$ cat src/rtl/mem_port_arbiter.sv
// mem_port_arbiter: shares one memory port between an instruction-fetch requester
// and a data load/store requester. One transaction is in flight at a time. When
// both ports request together, data wins, unless the instruction port has already
// waited through STARVE_LIMIT data grants; in that case the instruction port wins.
//
// Ports:
//   clock, reset                 system clock, synchronous active-high reset
//   InstMem_Read/_Address        instruction fetch request (held until InstMem_Ready)
//   InstMem_In/_Ready            fetched word and one-cycle completion pulse
//   DataMem_Read/_Write          load request / per-byte store enables (held until Ready)
//   DataMem_Address/_Out         data word address and store data
//   DataMem_In/_Ready            load data and one-cycle completion pulse
//   Mem_Read/_Write/_Address     shared-memory strobes and word address
//   Mem_WriteData                shared-memory store data
//   Mem_ReadData/_Ready          shared-memory read data and completion
//   Grant                        {data,inst} one-hot of current owner, 0 when idle
module mem_port_arbiter #(
    parameter int unsigned STARVE_LIMIT = 4
) (
    input  logic        clock,
    input  logic        reset,
    input  logic        InstMem_Read,
    input  logic [29:0] InstMem_Address,
    output logic [31:0] InstMem_In,
    output logic        InstMem_Ready,
    input  logic        DataMem_Read,
    input  logic [3:0]  DataMem_Write,
    input  logic [29:0] DataMem_Address,
    input  logic [31:0] DataMem_Out,
    output logic [31:0] DataMem_In,
    output logic        DataMem_Ready,
    output logic        Mem_Read,
    output logic [3:0]  Mem_Write,
    output logic [29:0] Mem_Address,
    output logic [31:0] Mem_WriteData,
    input  logic [31:0] Mem_ReadData,
    input  logic        Mem_Ready,
    output logic [1:0]  Grant
);

    localparam logic [3:0] StarveLimit = 4'(STARVE_LIMIT);

    typedef enum logic [2:0] {StIdle, StIBusy, StDBusy, StIAck, StDAck} state_e;

    state_e      state_q, state_d;
    logic [3:0]  starve_q, starve_d;
    logic [29:0] addr_q, addr_d;
    logic [3:0]  we_q, we_d;
    logic [31:0] wdata_q, wdata_d;
    logic [31:0] irdata_q, irdata_d;
    logic [31:0] drdata_q, drdata_d;

    logic inst_req, data_req, pick_inst;

    // A load with nonzero byte enables is treated as a store.
    assign inst_req  = InstMem_Read;
    assign data_req  = DataMem_Read | (|DataMem_Write);
    assign pick_inst = inst_req & (~data_req | (starve_q == StarveLimit));

    always_comb begin
        state_d  = state_q;
        starve_d = starve_q;
        addr_d   = addr_q;
        we_d     = we_q;
        wdata_d  = wdata_q;
        irdata_d = irdata_q;
        drdata_d = drdata_q;
        case (state_q)
            StIdle: begin
                if (!inst_req) begin
                    starve_d = '0;
                end
                if (pick_inst) begin
                    state_d  = StIBusy;
                    starve_d = '0;
                    addr_d   = InstMem_Address;
                    we_d     = '0;
                    wdata_d  = '0;
                end else if (data_req) begin
                    state_d = StDBusy;
                    addr_d  = DataMem_Address;
                    we_d    = DataMem_Write;
                    wdata_d = DataMem_Out;
                    // Count data grants the waiting fetch has been passed over for.
                    if (inst_req && (starve_q != 4'hF)) begin
                        starve_d = starve_q + 4'd1;
                    end
                end
            end
            StIBusy: begin
                if (Mem_Ready) begin
                    irdata_d = Mem_ReadData;
                    state_d  = StIAck;
                end
            end
            StDBusy: begin
                if (Mem_Ready) begin
                    // Store completion leaves the load-data register untouched.
                    if (we_q == 4'b0000) begin
                        drdata_d = Mem_ReadData;
                    end
                    state_d = StDAck;
                end
            end
            StIAck, StDAck: state_d = StIdle;
            default:        state_d = StIdle;
        endcase
    end

    always_ff @(posedge clock) begin
        if (reset) begin
            state_q  <= StIdle;
            starve_q <= '0;
            addr_q   <= '0;
            we_q     <= '0;
            wdata_q  <= '0;
            irdata_q <= '0;
            drdata_q <= '0;
        end else begin
            state_q  <= state_d;
            starve_q <= starve_d;
            addr_q   <= addr_d;
            we_q     <= we_d;
            wdata_q  <= wdata_d;
            irdata_q <= irdata_d;
            drdata_q <= drdata_d;
        end
    end

    // All outputs decode from state and latched registers only.
    assign Grant         = {(state_q == StDBusy) || (state_q == StDAck),
                            (state_q == StIBusy) || (state_q == StIAck)};
    assign Mem_Read      = (state_q == StIBusy) || ((state_q == StDBusy) && (we_q == 4'b0000));
    assign Mem_Write     = (state_q == StDBusy) ? we_q : 4'b0000;
    assign Mem_Address   = addr_q;
    assign Mem_WriteData = wdata_q;
    assign InstMem_Ready = (state_q == StIAck);
    assign DataMem_Ready = (state_q == StDAck);
    assign InstMem_In    = irdata_q;
    assign DataMem_In    = drdata_q;

endmodule

$ cat config.mk
export PLATFORM = sky130hd
export DESIGN_NAME = mem_port_arbiter
export DESIGN_NICKNAME = d
export VERILOG_FILES = /design/src/rtl/mem_port_arbiter.sv
export SDC_FILE = /design/constraint.sdc
export NUM_CORES = 1
export LEC_CHECK = 0
export BUFFER_PORTS_ARGS = -buffer_cell sky130_fd_sc_hd__buf_4
export CORE_UTILIZATION = 35
export DETAILED_ROUTE_END_ITERATION = 10
export PLACE_DENSITY = 0.63
export SYNTH_ARGS = -nofsm -noshare
export SYNTH_HDL_FRONTEND = slang
export SYNTH_SLANG_ARGS = --single-unit
$ cat constraint.sdc
create_clock -name clock -period 3.1 [get_ports clock]
set_input_delay 0.62 -clock clock [delete_from_list [all_inputs] [get_ports clock]]
set_output_delay 0.62 -clock clock [all_outputs]
set_load 0.03 [all_outputs]
* Word-level counts from Yosys, hierarchy flattened
Cells that the tools add are included.
W data, S select, Z words.
** Storage, ports and cells
- Register bits :: 137
- Logic and storage cells :: 50
- Output and inout bits :: 135
** Cells by class
- Reduce and logical (&&, ||, !) cells :: 13
- Equality and inequality tests :: 9
- Add/sub/neg operators :: 1
- Bitwise gates (word level) :: 4
- Multiplexer cells :: 16
** Operators with widths (count)
- $mux W32 :: 2
- $mux W30 :: 2
- $mux W4 :: 7
- $mux W3 :: 4
- $pmux W3 S3 :: 1
- $eq A3 B2 Y1 const B :: 2
- $reduce_and A3 Y1 :: 2
- $add A4 B1 Y4 const B :: 1
- $eq A4 B3 Y1 const B :: 1
- $logic_not A4 Y1 :: 1
- $ne A2 B2 Y1 const B :: 2
- $ne A4 B4 Y1 const B :: 1
- $reduce_and A2 Y1 :: 2
- $reduce_or A4 Y1 :: 1
- $eq A3 B1 Y1 const B :: 1
- $eq A3 B3 Y1 const B :: 1
- $logic_not A3 Y1 :: 1
- $logic_or A1 B1 Y1 :: 3
- $ne A3 B3 Y1 const B :: 1
- $logic_and A1 B1 Y1 :: 2
- $or A1 B1 Y1 :: 2
- $reduce_bool A2 Y1 :: 1
- $and A1 B1 Y1 :: 1
- $not A1 Y1 :: 1

* Longest topological paths before layout
- Depth in word-level cells :: 7
- Gate-level depth with buffers :: 7

* Worst setup path before layout
No wires, ideal clock.
- Kind :: register -> output
- Start :: register state_q[2]
- End :: output port Grant[1]
- Path buffers :: 0
- Slack :: 0.925 ns
- Cell stages (with the launch flop) :: 3
- Arrival time :: 1.555 ns
- Cells stage by stage :: dfxtp_1 nor3b_1 or2_2
** Between the ends
- Longest elaborated chain between the ends :: 2
- Elaborated cells between the ends (all ways) :: 3
- Classes of those cells :: eq/ne (2); reduce/logical (1)
** Ends and longest elaborated chain
- start, declared :: RTL line 45 : state_e state_q, state_d;
- start signal, assigned :: RTL line 112 : state_q <= StIdle;
- start signal, assigned :: RTL line 120 : state_q <= state_d;
- $eq A3 B3 Y1
- named net DataMem_Ready :: RTL line 31 : output logic DataMem_Ready,
- $logic_or A1 B1 Y1 :: RTL line 131 : assign Grant = {(state_q == StDBusy) || (state_q == StDAck),
- end, declared :: RTL line 38 : output logic [1:0] Grant
The timed path passes the listed nets, and every way through them passes these cells.

* Final worst setup path
- Start :: register state_q[1]
- End :: output port Mem_Write[2]
** Between the ends
- Longest elaborated chain between the ends :: 2
** Ends and longest elaborated chain
- $eq A3 B2 Y1 :: RTL line 134 : assign Mem_Write = (state_q == StDBusy) ? we_q : 4'b0000;
- $mux W4 :: RTL line 134
- end, declared :: RTL line 33 : output logic [3:0] Mem_Write,
No other way between the ends.

==> impl_metrics.ini <==
[clocking]
cts_tree = built
cts-root-buf = clkbuf_16
h-tree-depth = 4
cts.path.max_buffers = 2
clk_pin_slew_ns = 0.06
holdBufCountCts = 0
insertion_delay_ns = 0.42
post_cts_resize_count = 0
postCtsSetupRepairBufs = 0
cts_buffers = 17
cts_sinks = 137

[worst_setup_path]
setup.worst_path.class = register to primary output
crit_path_end_kind = primary output
crit_fanout = 9
crit_required_ns = 2.48
worstSetupStartpointType = register
worstPathArrival_ns = 1.70
reg2reg_depth = 5

[place]
io_buffer_count = 267
post-dp-hpwl_mm = 10.9
place_ws_ns = 0.703
place_congestion = 0.750

[grt]
antenna_found_initial = 0
grt_pass1_vias = 4805
overflow = 0
grt_pass1_wl_mm = 23.1
grt_max_degree = 67
grt_use_total_pct = 19.7

[job]
drv_cap = 0

[synth]
synth.distinct_cells = 38
syn_area_per_cell_um2 = 8.56
synthTopCellsByArea = dfxtp_1, nand2_1, a21oi_1, a22o_1, a311oi_1
ys_seq_elements = 137
syn_area_um2 = 5130
yosysTopAreaCell = dfxtp_1
syn_nets = 735
synth_edf_count = 0
yosysSeqAreaShare_pct = 53.4
synthCells = 600
ys_warn_count = 0
synthFlopType = dfxtp_1
ys_async_sr_fraction_pct = 0
synth_top_cell_area_share_pct = 53.4

[detailed_routing]
drt_iter0_drc = 273
drtAntennaViolNets = 0
drc_errors = 0
vias_per_cell = 4.89
wire_per_inst_um = 14.8
num_vias = 5103
drt_wl_total_mm = 15.4
firstDrtPassIters = 4

[floorplan]
initial_utilization_pct = 36.4
ios = 268
core_area_um2 = 14100
num_rows = 43
dieArea_um2 = 15200
die_h_um = 123
die_w_um = 123

[hold_path]
hold_path.class = primary input to register
hold_depth = 2

[cells_and_area]
finish.net_count = 985
diodes = 0
mostFrequentLayoutCells = buf_4, nand2_1, dfxtp_1, a21oi_1, nor2_1
syn2layout_area_growth_pct = 53.2
drive_gt1_share_pct = 36.7
fin_util_pct = 55.8
num-fill-cells = 1319
final_common_cell = buf_4

[power_and_ir_drop]
static-leakage-power_nw = 3.51
ir_drop_mv = 0.349
power_density_nw_per_um2 = 634
power_mw = 4.99

[sta]
rsz0062_at_grt = no
max_slew.worst_pin.slew_ns = 0.725
max_freq_mhz = 431
fin_setup_tns_ns = 0
slew_viol_final = 0
setup_viol = 0
fin_crit_sh_pct = 74.9
hold_ws_ns = 0.408
setup_slack_ns = 0.778
hold_viol = 0
maxSlewHeadroom_pct = 51.3
fin_crit_ns = 2.32
clock_skew_ns = 0.00613

[run_status]
status = complete, no violations
[metrics by stage]
step | area [um2] | std cells
2_1_floorplan | 5130 | 600
3_3_place_gp | 7220 | 1011
3_5_place_dp | 7220 | 1011
4_1_cts | 7870 | 1043
5_1_grt | 7870 | 1043
6_report | 7870 | 1043
[cell usage after synthesis (all sizes together), types with 3 or more instances]
cell and count:
a31oi 4, and2 6, a21oi 67, buf 15
nor4 3, clkbuf 32, nand3 5, a311oi 32
dfxtp 137, and3 3, nand2 193, inv 4
nor2 38, a22o 36, nor3b 3
[power by group]
group	internal [mW]	switching, mW	total [mW]
registers	1.88	0.0714	1.95
clock network	1.37	0.812	2.18
logic	0.359	0.499	0.858
total	3.61	1.38	4.99
[cell families (layout without fill, tap and decap cells)]
group	after synthesis	after routing	synth area share, %
compound gates	147	147	20.2
fa+ha+maj	2	2	0.487
flops	137	137	53.4
buf+inv	51	314	4.70
simple gates	263	263	21.2
[sequential cells by signal, summed over array words and instances (netlist names)]
register	count
DataMem_In	32
InstMem_In	32
Mem_WriteData	32
Mem_Address	30
starve_q	4
we_q	4
state_q	3
[path summary, 6_finish.rpt]
kind                       start               end  slack (ns)
setup / recovery      state_q[1]      Mem_Write[2]        0.78
hold / removal    DataMem_Out[3]  Mem_WriteData[3]        0.41
setup reg to reg      state_q[2]    Mem_Address[7]        0.91
hold reg to reg   DataMem_In[11]    DataMem_In[11]        0.45
[critical path, stage by stage (launching register included)]
cell     delay, ns
dfxtp_1       0.46
nor3b_2       0.47
and2_1        0.19
buf_4         0.16
[final cells by class]
type                       instances  area, um2  share of cell area [%]
clock inverter                    15        218                    2.77
tap                              180        225                    2.86
sequential                       137       2740                    34.9
timing repair buffer             278       2090                    26.5
inverter                           4       15.0                   0.191
clock buffer                      17        425                    5.41
multi-input combinational        412       2150                    27.4
[layer usage]
layer | share of wire (%) | global-route usage (%)
met5 | 0 | 0
met4 | 2.2 | 8.96
met3 | 8.3 | 6.23
met2 | 48 | 32.3
met1 | 42 | 23.4
No activity file was read; power rests on OpenSTA's default activity.
